<file path="config.mk">
export PLATFORM = sky130hd
export DESIGN_NAME = sp_mac_lane_pe
export DESIGN_NICKNAME = d
export VERILOG_FILES = /design/src/rtl/sp_mac_lane_pe.sv
export SDC_FILE = /design/constraint.sdc
export NUM_CORES = 1
export LEC_CHECK = 0
export CAP_MARGIN = 20
export CORE_UTILIZATION = 30
export CTS_CLUSTER_DIAMETER = 200
export CTS_CLUSTER_SIZE = 30
export DETAILED_ROUTE_END_ITERATION = 6
export DONT_BUFFER_PORTS = 1
export GPL_TIMING_DRIVEN = 0
export SYNTH_ARGS = -nofsm -noshare
export SYNTH_HDL_FRONTEND = slang
export SYNTH_SLANG_ARGS = --single-unit
</file>
<file path="constraint.sdc">
create_clock -name clk -period 6.9 [get_ports clk]
set_input_delay 0 -clock clk [delete_from_list [all_inputs] [get_ports clk]]
set_output_delay 0 -clock clk [all_outputs]
set_load 0.05 [all_outputs]
</file>
<file path="src/rtl/sp_mac_lane_pe.sv">
// Sparse-row MAC processing element: accepts up to LANES CSR nonzeros per beat, multiplies them
// by weights fetched from an external memory and accumulates one signed dot-product per row.
module sp_mac_lane_pe #(
  parameter int DATA_WIDTH    = 8,
  parameter int COL_IDX_WIDTH = 5,
  parameter int LANES         = 2,
  parameter int ACC_WIDTH     = 32,
  parameter int SAT_EN        = 1
) (
  input  logic                             clk,
  input  logic                             rst_n,
  input  logic                             in_valid,
  output logic                             in_ready,
  input  logic [LANES-1:0]                 in_mask,
  input  logic [LANES*COL_IDX_WIDTH-1:0]   in_col_idx,
  input  logic [LANES*DATA_WIDTH-1:0]      in_value,
  input  logic                             in_last,
  output logic [LANES*COL_IDX_WIDTH-1:0]   weight_addr,
  output logic                             weight_en,
  input  logic [LANES*DATA_WIDTH-1:0]      weight_dout,
  output logic                             res_valid,
  input  logic                             res_ready,
  output logic signed [ACC_WIDTH-1:0]      res_data,
  output logic                             res_sat,
  output logic [15:0]                      rows_done
);

  localparam int PROD_W = 2 * DATA_WIDTH;
  localparam int PSUM_W = PROD_W + $clog2(LANES) + 1;
  localparam int WIDE_W = (PSUM_W > ACC_WIDTH) ? PSUM_W + 1 : ACC_WIDTH + 1;

  localparam logic signed [ACC_WIDTH-1:0] ACC_MAX = {1'b0, {(ACC_WIDTH-1){1'b1}}};
  localparam logic signed [ACC_WIDTH-1:0] ACC_MIN = {1'b1, {(ACC_WIDTH-1){1'b0}}};
  localparam logic signed [WIDE_W-1:0] ACC_MAX_W =
    {{(WIDE_W-ACC_WIDTH+1){1'b0}}, {(ACC_WIDTH-1){1'b1}}};
  localparam logic signed [WIDE_W-1:0] ACC_MIN_W =
    {{(WIDE_W-ACC_WIDTH+1){1'b1}}, {(ACC_WIDTH-1){1'b0}}};

  typedef enum logic {
    IDLE = 1'b0,
    ROW  = 1'b1
  } acc_state_t;

  // Whole pipeline moves only when the result slot can take a new row
  logic advance;

  // Stage P inputs (beat accepted on the previous edge)
  logic                          p_valid;
  logic [LANES-1:0]              p_mask;
  logic [LANES*DATA_WIDTH-1:0]   p_value;
  logic                          p_last;

  // Stage P combinational products
  logic signed [PROD_W-1:0]      lane_v;
  logic signed [PROD_W-1:0]      lane_w;
  logic signed [PROD_W-1:0]      prod;
  logic signed [PSUM_W-1:0]      psum;

  // Stage A inputs
  logic                          a_valid;
  logic signed [PSUM_W-1:0]      a_psum;
  logic                          a_any;
  logic                          a_last;

  // Accumulator
  acc_state_t                    state, state_next;
  logic signed [ACC_WIDTH-1:0]   acc;
  logic                          sticky;
  logic signed [WIDE_W-1:0]      addend_w;
  logic signed [WIDE_W-1:0]      acc_w;
  logic signed [WIDE_W-1:0]      sum_w;
  logic                          ovf;
  logic signed [ACC_WIDTH-1:0]   acc_next;
  logic                          sticky_next;
  logic                          a_fire;

  assign advance     = !res_valid || res_ready;
  assign in_ready    = advance;
  assign weight_addr = in_col_idx;
  assign weight_en   = in_valid && advance && rst_n;
  assign a_fire      = advance && a_valid;

  // NOTE: sequential state uses non-blocking (<=) so every register samples pre-edge values.
  always_ff @(posedge clk or negedge rst_n) begin
    if (!rst_n) begin
      p_valid <= 1'b0;
      p_mask  <= '0;
      p_value <= '0;
      p_last  <= 1'b0;
    end else if (advance) begin
      p_valid <= in_valid;
      p_mask  <= in_mask;
      p_value <= in_value;
      p_last  <= in_last;
    end
  end

  // NOTE: every variable gets a default first so no latch is inferred.
  always_comb begin
    psum   = '0;
    lane_v = '0;
    lane_w = '0;
    prod   = '0;
    for (int i = 0; i < LANES; i++) begin
      lane_v = {{DATA_WIDTH{p_value[i*DATA_WIDTH+DATA_WIDTH-1]}},
                p_value[i*DATA_WIDTH +: DATA_WIDTH]};
      lane_w = {{DATA_WIDTH{weight_dout[i*DATA_WIDTH+DATA_WIDTH-1]}},
                weight_dout[i*DATA_WIDTH +: DATA_WIDTH]};
      prod   = '0;
      if (p_mask[i]) prod = lane_v * lane_w;
      psum = psum + {{(PSUM_W-PROD_W){prod[PROD_W-1]}}, prod};
    end
  end

  always_ff @(posedge clk or negedge rst_n) begin
    if (!rst_n) begin
      a_valid <= 1'b0;
      a_psum  <= '0;
      a_any   <= 1'b0;
      a_last  <= 1'b0;
    end else if (advance) begin
      a_valid <= p_valid;
      a_psum  <= psum;
      a_any   <= |p_mask;
      a_last  <= p_last;
    end
  end

  // Sum is formed wide enough that clamp/overflow decisions see the true value
  always_comb begin
    addend_w = '0;
    if (a_any) addend_w = {{(WIDE_W-PSUM_W){a_psum[PSUM_W-1]}}, a_psum};
    acc_w    = {{(WIDE_W-ACC_WIDTH){acc[ACC_WIDTH-1]}}, acc};
    sum_w    = (state == IDLE) ? addend_w : acc_w + addend_w;
    ovf      = (sum_w > ACC_MAX_W) || (sum_w < ACC_MIN_W);
    acc_next = sum_w[ACC_WIDTH-1:0];
    if ((SAT_EN != 0) && ovf) acc_next = sum_w[WIDE_W-1] ? ACC_MIN : ACC_MAX;
    sticky_next = ovf || ((state == ROW) && sticky);
  end

  always_comb begin
    state_next = state;
    if (a_fire) state_next = a_last ? IDLE : ROW;
  end

  always_ff @(posedge clk or negedge rst_n) begin
    if (!rst_n) state <= IDLE;
    else        state <= state_next;
  end

  always_ff @(posedge clk or negedge rst_n) begin
    if (!rst_n) begin
      acc    <= '0;
      sticky <= 1'b0;
    end else if (a_fire) begin
      acc    <= a_last ? '0 : acc_next;
      sticky <= a_last ? 1'b0 : sticky_next;
    end
  end

  // A finishing row may load on the same edge the previous result is handed off
  always_ff @(posedge clk or negedge rst_n) begin
    if (!rst_n) begin
      res_valid <= 1'b0;
      res_data  <= '0;
      res_sat   <= 1'b0;
    end else if (a_fire && a_last) begin
      res_valid <= 1'b1;
      res_data  <= acc_next;
      res_sat   <= sticky_next;
    end else if (res_ready) begin
      res_valid <= 1'b0;
    end
  end

  always_ff @(posedge clk or negedge rst_n) begin
    if (!rst_n)                      rows_done <= '0;
    else if (res_valid && res_ready) rows_done <= rows_done + 16'd1;
  end

endmodule
</file>
==> results of run 1 <==
metrics by stage:
| stage | utilization (%) | setup slack (ns) |
|---|---|---|
| 6_report | 34.0 | 0.917 |
| 5_1_grt | 34.0 | 0.434 |
| 2_1_floorplan | - | 1.52 |
| 3_3_place_gp | 32.0 | 0.990 |
| 3_5_place_dp | 32.0 | 0.936 |
| 4_1_cts | 34.0 | 0.916 |
cell families (layout without fill, tap and decap cells):
| group | count (synthesis) | after routing | synth area share [%] |
|---|---|---|---|
| AND/OR/NAND/NOR | 449 | 449 | 17.2 |
| XOR/XNOR | 84 | 84 | 5.64 |
| multiplexers | 15 | 15 | 1.29 |
| AO/OA/AOI/OAI | 329 | 329 | 16.5 |
| other | 0 | 1 | 0 |
| flip-flops | 124 | 124 | 23.8 |
| adder cells (fa/ha/maj) | 219 | 219 | 27.5 |
| buffers and inverters | 260 | 316 | 8.14 |
final cells by class:
cell class / count / share of cell area, %
Clock buffer: 20 / 3.19
Antenna cell: 1 / 0.0171
Buffer: 56 / 2.02
Tap cell: 585 / 5.01
Inverter: 204 / 5.24
Clock inverter: 12 / 0.864
Timing Repair Buffer: 24 / 1.76
Multi-Input combinational cell: 1096 / 60.7
Sequential cell: 124 / 21.2
cells in the final DEF, fill, tap and decap left out, types with 17 or more instances in the layout:
cell and n:
nor2b_1 19, clkbuf_1 37, clkbuf_16 17, dlygate4sd3_1 23
ha_1 107, o21ai_0 62, a21o_1 27, fa_1 112
xnor2_1 55, nor2_1 52, a21oi_1 109, and2_1 138
o21ai_1 29, dfrtp_1 124, xor2_1 29, nand2_1 175
inv_1 203
layer usage:
metal	global-route usage (%)	up-vias
li1	-	4960
met1	20.1	5104
met2	26.5	203
met3	3.49	26
met4	3.85	0
met5	0	-
worst reg2reg max path, delay by kind of cell, from the launching register on:
kind                       cells  cell delay, ns
DFF                            1            0.48
adders and majority gates      6            2.78
and+or+nand+nor                3            0.48
AOI/OAI and AO/OA              9            1.94
buffers and inverters          4            0.23
cell usage after synthesis (all sizes together), types with 3 or more instances:
library cell and number:
inv 203, nand2 175, and2 138, dfrtp 124
a21oi 120, fa 112, ha 107, o21ai 91
xnor2 55, nor2 52, clkbuf 37, xor2 29
a21o 27, buf 19, nor2b 19, mux2 14
nand3 14, and3 11, a31oi 10, o31ai 10
o21bai 9, nor3 8, o21a 8, a211oi 7
nand2b 7, nand4 7, a2111oi 6, o211ai 6
a211o 4, a21boi 4, a311oi 4, a22o 3
a41oi 3, and4 3, or2 3, or4 3
registers in the layout, summed over array words and instances (netlist names), 2 cells and up:
name and flops:
acc 32, a_psum 17, p_mask 2, rows_done 16, p_value 16, res_data 32
path summary, 6_finish.rpt:
kind	endpoint	cells past startpoint	slack (ns)	startpoint
min reg2reg	p_last$_DFFE_PN0N_	2	0.47	p_last$_DFFE_PN0N_
max	a_psum[16]$_DFFE_PN0N_	22	0.92	p_value[8]$_DFFE_PN0N_
max in group asynchronous	acc[1]$_DFFE_PN0P_	2	6.15	rst_n
min	a_psum[15]$_DFFE_PN0N_	3	0.05	res_ready
max reg2reg	a_psum[16]$_DFFE_PN0N_	22	0.92	p_value[8]$_DFFE_PN0N_
min in group asynchronous	res_data[7]$_DFFE_PN0P_	2	0.13	rst_n
timing repair:
action                    in CTS  in global routing
hold endpoints to repair     146                  0
hold buffers                  24                  0
resized for setup              0                  0
==> summary.md, run 1 <==
| Metric | Value |
|---|---|
| Status | `completed` |
| Share of the synthesized area in the top cell type | `about a quarter` |
| Actual slew at the worst max-slew pin | `1.11 ns` |
| First-pass GRT wire length | `54.3 mm` |
| Share of the yosys chip area belonging to registers | `23.8%` |
| Async SR Flop Fraction | `100%` |
| Die area | `~0.044 mm^2` |
| Worst hold path class | `in -> reg` |
| Max clock buf depth | `2` |
| Site Rows | `76` |
| Synth Net Count | `1748` |
| CP delay by family, top | `adder cells` |
| Critical Path Max Stage Delay | `around 0.56 ns` |
| EDFF count, synth | `0` |
| Slew HR | `26.1%` |
| Placement Cell Area | `0.0138 mm^2` |
| Min Hold Slack | `0.0477 ns` |
| CTS Buf Count | `17` |
| GRT overflow | `0` |
| Clock Sinks | `124` |
| Sequential Area | `0.00310 mm^2` |
| Met2 wire length | `approximately 16 mm` |
| Clock skew | `0.0151 ns` |
| CORE AREA | `0.0430 mm^2` |
| Slew Limit Fails | `0` |
| Fill count | `4552` |
| Largest net degree at the start of global routing | `125` |
| Distinct cells, synth | `71` |
| Total number of vias | `just over 10000` |
| Synth Flop Type | `dfrtp_1` |
| Final Critical Period | `5.98 ns` |
| Area Overhead vs Synth | `12.2%` |
| First DRT Iteration DRCs | `528` |
| WP buf/inv | `4` |
| Critical Path Start Type | `flip-flop` |
| Via-to-Cell Ratio | `4.85` |
| Number of synthesized register bits | `around 120` |
| Initial antenna violation count | `2` |
| Crit path arrival time | `6.34 ns` |
| RSZ-0062 raised after global routing | `no` |
| Die Span Y | `between 200 and 250 um` |
| Share of layout cells above drive strength 1 | `5.86%` |
| Max cap viols | `0` |
| Tcrit/Tclk final | `86.7%` |
| Vias in the first global route | `10374` |
| H-tree depth | `4` |
| Port bufs | `0` |
| Drt first pass iters | `5` |
| CTS tree | `done` |
| Fmax | `around 170 MHz` |
| Synthesized area | `~0.013 mm^2` |
| Gpl congestion | `0.882` |
| Worst-path clk slew | `0.06 ns` |
| Slowest cell on the critical path | `fa_1` |
| Post-Syn Area per Cell | `8.81 um^2` |
| Setup TNS | `0 ns` |
| Placed cell count | `2065` |
| WL final | `roughly 33 mm` |
| Final number of setup-violating endpoints | `0` |
| Post-route ant nets | `0` |
| Wl on met1 | `14.9 mm` |
| Synthesis Warnings | `0` |
| CP endpoint kind | `flip-flop` |
| Final Hold Viols | `0` |
| Final Cell Area | `0.0146 mm^2` |
| Post-CTS Setup Repair Bufs | `0` |
| CP max FO | `9` |
| Wire per inst | `15.4 um` |
| WP data required | `7.25 ns` |
| CP Cell Sequence | `nand2b_1 > fa_1 > fa_1 > inv_1 > fa_1 > inv_1 > fa_1 > inv_1 > ha_1 > inv_1 > o21bai_1 > a21oi_1 > o21bai_1 > a211o_1 > a2111oi_0 > o31ai_1 > a21boi_0 > ha_1 > nand2b_1 > nand3_1 > o21ai_0 > a41oi_1` |
| Yosys top cell by area | `dfrtp_1` |
| HPWL Detailed | `25.4 mm` |
| WL met3 | `1.62 mm` |
| All-layer global routing usage | `between 15 and 20%` |
| Multi-input gate area | `0.00887 mm^2` |
| Syn Inst Count | `approximately 1500` |
| CP Class | `reg -> reg` |
| Final nets | `1791` |
| Clk_lat worst skew | `0.44 ns` |
| Initial Util | `30.3%` |
| Uppermost layer routed | `met4` |
| Die W | `about 210 um` |
| Non-Filler Instances | `2122` |
| Drt drc | `0` |
| Clk root buf | `clkbuf_16` |
| IO Count | `between 100 and 150` |
| Top area cells in the synthesized netlist | `dfrtp_1 (24%), fa_1 (17%), ha_1 (10%), and2_1 (6.6%), inv_1 (5.8%)` |
Power of run 1 is left out: the tool's default activity adds up to more than one toggle a clock period on the data nets, which glitch-free logic cannot reach.
==> run 2, diff against run 1 <==
Settings changed: BUFFER_PORTS_ARGS set to -buffer_cell sky130_fd_sc_hd__buf_4, DONT_BUFFER_PORTS 1 to unset.
==> run 2 against run 1 <==
Against the previous run:
- fmax down 1.4%
- global-route usage up 0.12 points
- setup slack worse by 0.084 ns
- clock skew up 0.0029 ns
- flip-flop and latch count unchanged
- non-clock buffer count up 98
- highest routed layer unchanged
==> summary.md, run 2 (synthesis gave the netlist of run 1 again) <==
| Metric | Value |
|---|---|
| Share of layout cells above drive strength 1 | `a little under an eighth` |
| Wire per inst | `15.0 um` |
| First DRT Iteration DRCs | `572` |
| Clk_lat worst skew | `0.44 ns` |
| CORE AREA | `0.0430 mm^2` |
| Largest net degree at the start of global routing | `77` |
| Port bufs | `100` |
| GRT overflow | `0` |
| Most common cell after layout, fill and taps aside | `inv_1` |
| Die Span Y | `210 um` |
| H-tree depth | `4` |
| CP Cell Sequence | `and2_1 > fa_1 > inv_1 > fa_1 > inv_1 > fa_1 > inv_1 > fa_1 > inv_1 > ha_1 > xnor2_1 > and2_1 > ha_1 > and2_1 > o21ai_0 > o31ai_1 > o41ai_1 > o2111ai_1 > a21oi_1 > xor2_1 > o21ai_0` |
| Slew HR | `46.0%` |
| Max clock buf depth | `2` |
| Post-route ant nets | `0` |
| Slew Limit Fails | `0` |
| Crit path arrival time | `6.37 ns` |
| CP endpoint kind | `flip-flop` |
| Max cap viols | `0` |
| CTS tree | `done` |
| Critical Path Max Stage Delay | `0.67 ns` |
| Status | `completed` |
| Vias in the first global route | `10757` |
| Post-CTS sizing | `0` |
| Clk root buf | `clkbuf_16` |
| Final setup margin | `0.833 ns` |
| Final nets | `1889` |
| CP max FO | `9` |
| WP data required | `roughly 7.2 ns` |
| Total number of vias | `10573` |
| Actual slew at the worst max-slew pin | `0.810 ns` |
| Final Hold Viols | `0` |
| Non-Filler Instances | `2218` |
| Worst hold path class | `in -> async` |
| Placed cell count | `2166` |
| Slowest cell on the critical path | `o41ai_1` |
| Area Overhead vs Synth | `18.1%` |
| Critical Path Start Type | `flip-flop` |
| Final Critical Period | `6.07 ns` |
| Initial antenna violation count | `0` |
| All-layer global routing usage | `15.7%` |
| CP Class | `reg -> reg` |
| WL final | `around 33 mm` |
| Die W | `210 um` |
| Min Hold Slack | `0.0920 ns` |
| Die area | `0.0443 mm^2` |
| RSZ-0062 raised after global routing | `no` |
| CTS Buf Count | `17` |
| Drt first pass iters | `5` |
| HPWL Detailed | `about 26 mm` |
| Final number of setup-violating endpoints | `0` |
| Most frequent cells in the layout | `inv_1 (203), nand2_1 (175), and2_1 (138), dfrtp_1 (124), fa_1 (112)` |
| CP delay by family, top | `adder cells` |
| Setup TNS | `0 ns` |
| Via-to-Cell Ratio | `4.77` |
| Site Rows | `76` |
| Antenna diodes | `0` |
| Drt drc | `0` |
| Initial Util | `between 30% and 40%` |
| IO Count | `111` |
| WP buf/inv | `4` |
| Fmax | `165 MHz` |
| Gpl congestion | `0.867` |
| First-pass GRT wire length | `55.4 mm` |
| Clock Sinks | `124` |
| Tcrit/Tclk final | `87.9%` |
| Biggest regs | `acc x32, res_data x32, a_psum x17` |
| Clock skew | `0.0179 ns` |
| Worst slack at placement | `roughly 0.86 ns` |
| Worst-path clk slew | `around 0.06 ns` |
-- run 2: cell types whose count changed in the layout (fill, tap and decap cells not counted) --
cell,previous run,this run
clkinvlp_4,1,3
dlygate4sd3_1,23,21
buf_4,11,110
inv_6,4,2
inv_8,2,0
clkbuf_8,3,1
diode_2,1,0
bufinv_16,1,4
buf_6,3,4
-- run 2: final timing paths --
check / startpoint / endpoint / slack (ns) / cells past startpoint
worst max-delay path: p_value[11]$_DFFE_PN0N_ / a_psum[15]$_DFFE_PN0N_ / 0.83 / 21
worst min register to register: p_last$_DFFE_PN0N_ / p_last$_DFFE_PN0N_ / 0.47 / 2
max in group asynchronous: rst_n / rows_done[14]$_DFFE_PN0P_ / 6.03 / 3
worst max register to register: p_value[11]$_DFFE_PN0N_ / a_psum[15]$_DFFE_PN0N_ / 0.83 / 21
min in group clk: res_ready / rows_done[0]$_DFFE_PN0P_ / 0.10 / 4
worst min-delay path: rst_n / res_data[12]$_DFFE_PN0P_ / 0.09 / 2
-- run 2: per-stage QoR --
stage	utilization (%)	cell area, um^2
after global placement	33.8	14500
after global routing	35.8	15400
after floorplan	-	13000
after detailed placement	33.9	14600
final	35.8	15400
after CTS	35.8	15400
-- run 2: timing repair --
action | CTS | global route
hold buffers | 21 | 0
setup buffers | 0 | 0
hold endpoints to repair | 72 | 0
-- run 2: layout make-up --
type / instances / area (um^2)
fillers: 4504 / 27600
plain buffers: 56 / 295
multi-input cells: 1096 / 8870
well taps: 585 / 732
flip-flops and latches: 124 / 3100
repair buffers: 122 / 992
inverters: 204 / 766
clock buffers: 18 / 439
clock inverters: 13 / 191
-- run 2: worst reg2reg max path, cell delays in order, from the launching register on --
cell,delay (ns)
dfrtp_1,0.48
and2_1,0.23
fa_1,0.53
inv_1,0.05
fa_1,0.48
inv_1,0.06
fa_1,0.53
inv_1,0.06
fa_1,0.52
inv_1,0.04
ha_1,0.32
xnor2_1,0.14
and2_1,0.16
ha_1,0.34
and2_1,0.17
o21ai_0,0.20
o31ai_1,0.15
o41ai_1,0.67
o2111ai_1,0.21
a21oi_1,0.20
xor2_1,0.27
o21ai_0,0.13
-- run 2: routing by layer --
metal | track usage (%) | wire length (um) | vias to the layer above
li1 | - | - | 5129
met1 | 20.7 | 15300 | 5200
met2 | 27.2 | 16300 | 211
met3 | 2.22 | 1270 | 33
met4 | 3.90 | 419 | 0
met5 | 0 | 0 | -
Power of run 2 is left out for the same reason.
==> run 3, diff against run 2 <==
Settings changed: ABC_AREA set to 1, SKIP_CTS_REPAIR_TIMING set to 1.
Clock period 6.9 ns to 7.2 ns, I/O delays scaled along.
==> run 3 against run 2 <==
Against the previous run:
- the run now ends with design-rule violations left
- core utilization down 0.47 points
- critical endpoint is now a_psum[14]$_DFFE_PN0N_
- clock-buffer cell count is 3 higher
- via count increased by 21%
- critical path depth rose by 3
- die area up 8.8%
- fmax up 0.57%
- non-clock buffer count is 7 higher
- synthesized cell count up 42%
- final area up 7.1%
- sequential share of layout area shrank 1.3 points
==> summary.md, run 3 <==
| Metric | Value |
|---|---|
| Status | `finished with violations` |
| Failing checks | `design-rule violations` |
| Most frequent cells in the layout | `nand2_1 (741), inv_1 (467), dfrtp_1 (124), fa_1 (112), ha_1 (107)` |
| WL final | `roughly 38 mm` |
| Clock skew | `about 0.012 ns` |
| Synth Net Count | `2376` |
| Worst-path clk slew | `0.06 ns` |
| Worst hold path class | `in -> async` |
| H-tree depth | `4` |
| CP Cell Sequence | `clkbuf_1 > nand2_1 > fa_1 > inv_1 > fa_1 > inv_1 > fa_1 > fa_1 > inv_1 > ha_1 > a21o_1 > a31oi_1 > inv_1 > o21ai_0 > nor2_1 > ha_1 > nand4_1 > o221ai_1 > and3_1 > nor2_1 > o21ai_0 > a21oi_1 > xor2_1 > o21ai_0` |
| HPWL Detailed | `approximately 32 mm` |
| First-pass GRT wire length | `62.6 mm` |
| Clk_lat worst skew | `0.44 ns` |
| EDFF count, synth | `0` |
| Fmax | `166 MHz` |
| Final nets | `2504` |
| WP data required | `7.49 ns` |
| Yosys top cell by area | `dfrtp_1` |
| CP Class | `reg -> reg` |
| Antenna diodes | `0` |
| Die W | `220 um` |
| Critical Path Max Stage Delay | `0.54 ns` |
| Initial Util | `between 30% and 40%` |
| CTS Buf Count | `17` |
| Top-count cell post-synth | `nand2_1` |
| Top area cells in the synthesized netlist | `dfrtp_1 (22%), nand2_1 (20%), fa_1 (16%), inv_1 (12%), ha_1 (9.4%)` |
| Die Span Y | `220 um` |
| Post-route ant nets | `0` |
| Clk root buf | `clkbuf_16` |
| Actual slew at the worst max-slew pin | `around 0.79 ns` |
| Max cap viols | `0` |
| Final Hold Viols | `0` |
| Crit path arrival time | `about 6.3 ns` |
| Via-to-Cell Ratio | `4.49` |
| Drt first pass iters | `7` |
| Synthesized area | `0.0142 mm^2` |
| Die area | `0.0482 mm^2` |
| Tcrit/Tclk final | `83.8%` |
| Synth Flop Type | `dfrtp_1` |
| Setup TNS | `0 ns` |
| Fill count | `5038` |
| Initial antenna violation count | `0` |
| CORE AREA | `0.0467 mm^2` |
| Area Overhead vs Synth | `16.1%` |
| Final setup margin | `1.17 ns` |
| Worst slack at placement | `1.15 ns` |
| CP delay by family, top | `adder cells` |
| CTS tree | `done` |
| GRT overflow | `0` |
| Clock Sinks | `124` |
| Biggest regs | `acc x32, res_data x32, a_psum x17` |
| Share of the yosys chip area belonging to registers | `21.9%` |
| Slew Limit Fails | `0` |
| Most common cell after layout, fill and taps aside | `nand2_1` |
| Gpl congestion | `0.936` |
| Final number of setup-violating endpoints | `0` |
| Share of the synthesized area in the top cell type | `21.9%` |
| Critical Path Start Type | `flip-flop` |
| CP max FO | `9` |
| IO Count | `between 100 and 150` |
| Post-Syn Area per Cell | `between 6 and 7 um^2` |
| Final Critical Period | `6.03 ns` |
| Syn Inst Count | `2108` |
| Number of synthesized register bits | `124` |
| Synthesis Warnings | `0` |
| Max clock buf depth | `2` |
| Port bufs | `86` |
| Share of layout cells above drive strength 1 | `a little under a tenth` |
| Slew HR | `47.4%` |
| Distinct cells, synth | `about 40` |
| Slowest cell on the critical path | `fa_1` |
| RSZ-0062 raised after global routing | `no` |
| Largest net degree at the start of global routing | `98` |
| WP buf/inv | `5` |
| Total number of vias | `12825` |
| Site Rows | `79` |
| Commonest cells post-synth | `nand2_1 (741), inv_1 (467), dfrtp_1 (124)` |
| First DRT Iteration DRCs | `649` |
| Drt drc | `7` |
| Wire per inst | `13.4 um` |
| Vias in the first global route | `12801` |
| Async SR Flop Fraction | `100%` |
| All-layer global routing usage | `16.5%` |
| CP endpoint kind | `flip-flop` |
-- run 3: cell count changes in the layout (fill, tap and decap cells not counted), sizes merged, moves of 24 or more --
| cell | change |
|---|---|
| nand2 | +603 |
| nor2 | +60 |
| inv | +280 |
| xnor2 | -34 |
| a21oi | -53 |
| and2 | -138 |
| nand3 | +81 |
| a21o | -24 |
| o21ai | -29 |
-- run 3: kinds of logic after synthesis --
family                   count (synthesis)  synth area share [%]
XOR/XNOR                                42                  2.59
AND/OR/NAND/NOR                       1018                  29.4
flip-flops                             124                  21.9
AO/OA/AOI/OAI                          146                  5.55
adder cells (fa/ha/maj)                219                  25.2
buffers and inverters                  559                  15.4
-- run 3: worst reg2reg max path, cell delays in order, from the launching register on --
cell      delay (ns)
dfrtp_1         0.32
clkbuf_1        0.39
nand2_1         0.16
fa_1            0.45
inv_1           0.09
fa_1            0.39
inv_1           0.08
fa_1            0.43
fa_1            0.54
inv_1           0.04
ha_1            0.34
a21o_1          0.19
a31oi_1         0.20
inv_1           0.08
o21ai_0         0.16
nor2_1          0.07
ha_1            0.35
nand4_1         0.11
o221ai_1        0.28
and3_1          0.22
nor2_1          0.05
o21ai_0         0.38
a21oi_1         0.15
xor2_1          0.28
o21ai_0         0.11
-- run 3: worst paths after layout --
path / startpoint / endpoint / slack, ns / cells past startpoint
setup / recovery: p_value[9]$_DFFE_PN0N_ / a_psum[14]$_DFFE_PN0N_ / 1.17 / 24
hold / removal: rst_n / acc[22]$_DFFE_PN0P_ / 0.02 / 2
setup reg to reg: p_value[9]$_DFFE_PN0N_ / a_psum[14]$_DFFE_PN0N_ / 1.17 / 24
hold reg to reg: res_data[14]$_DFFE_PN0P_ / res_data[14]$_DFFE_PN0P_ / 0.48 / 2
max in group asynchronous: rst_n / rows_done[0]$_DFFE_PN0P_ / 6.36 / 3
min in group clk: in_col_idx[5] / weight_addr[5] / 0.25 / 2
-- run 3: metal layers --
layer,track usage [%],vias up,wire [um]
li1,-,6473,-
met2,29.4,198,19200
met4,6.13,0,1130
met5,0,-,0
met3,2.15,61,1060
met1,20.1,6093,16800
-- run 3: final cells by class --
| class | count | area [um^2] | share of cell area (%) |
|---|---|---|---|
| Multi-Input combinational cell | 1425 | 8910 | 54.1 |
| Tap cell | 607 | 759 | 4.61 |
| Sequential cell | 124 | 3100 | 18.8 |
| Timing Repair Buffer | 109 | 897 | 5.44 |
| Buffer | 76 | 368 | 2.23 |
| Clock buffer | 21 | 480 | 2.91 |
| Clock inverter | 11 | 154 | 0.933 |
| Inverter | 483 | 1810 | 11.0 |
-- run 3: metrics by stage --
step                util, %  hold WS, ns  std cells  cell area, um^2
floorplan                 -       -0.296       2108            14200
global placement       33.4        0.201       2801            15600
detailed placement     33.5      -0.0769       2802            15600
CTS                    34.9       -0.546       2834            16300
global route           35.3       0.0429       2856            16500
finish                 35.3       0.0230       2856            16500
Power of run 3 is left out for the same reason.
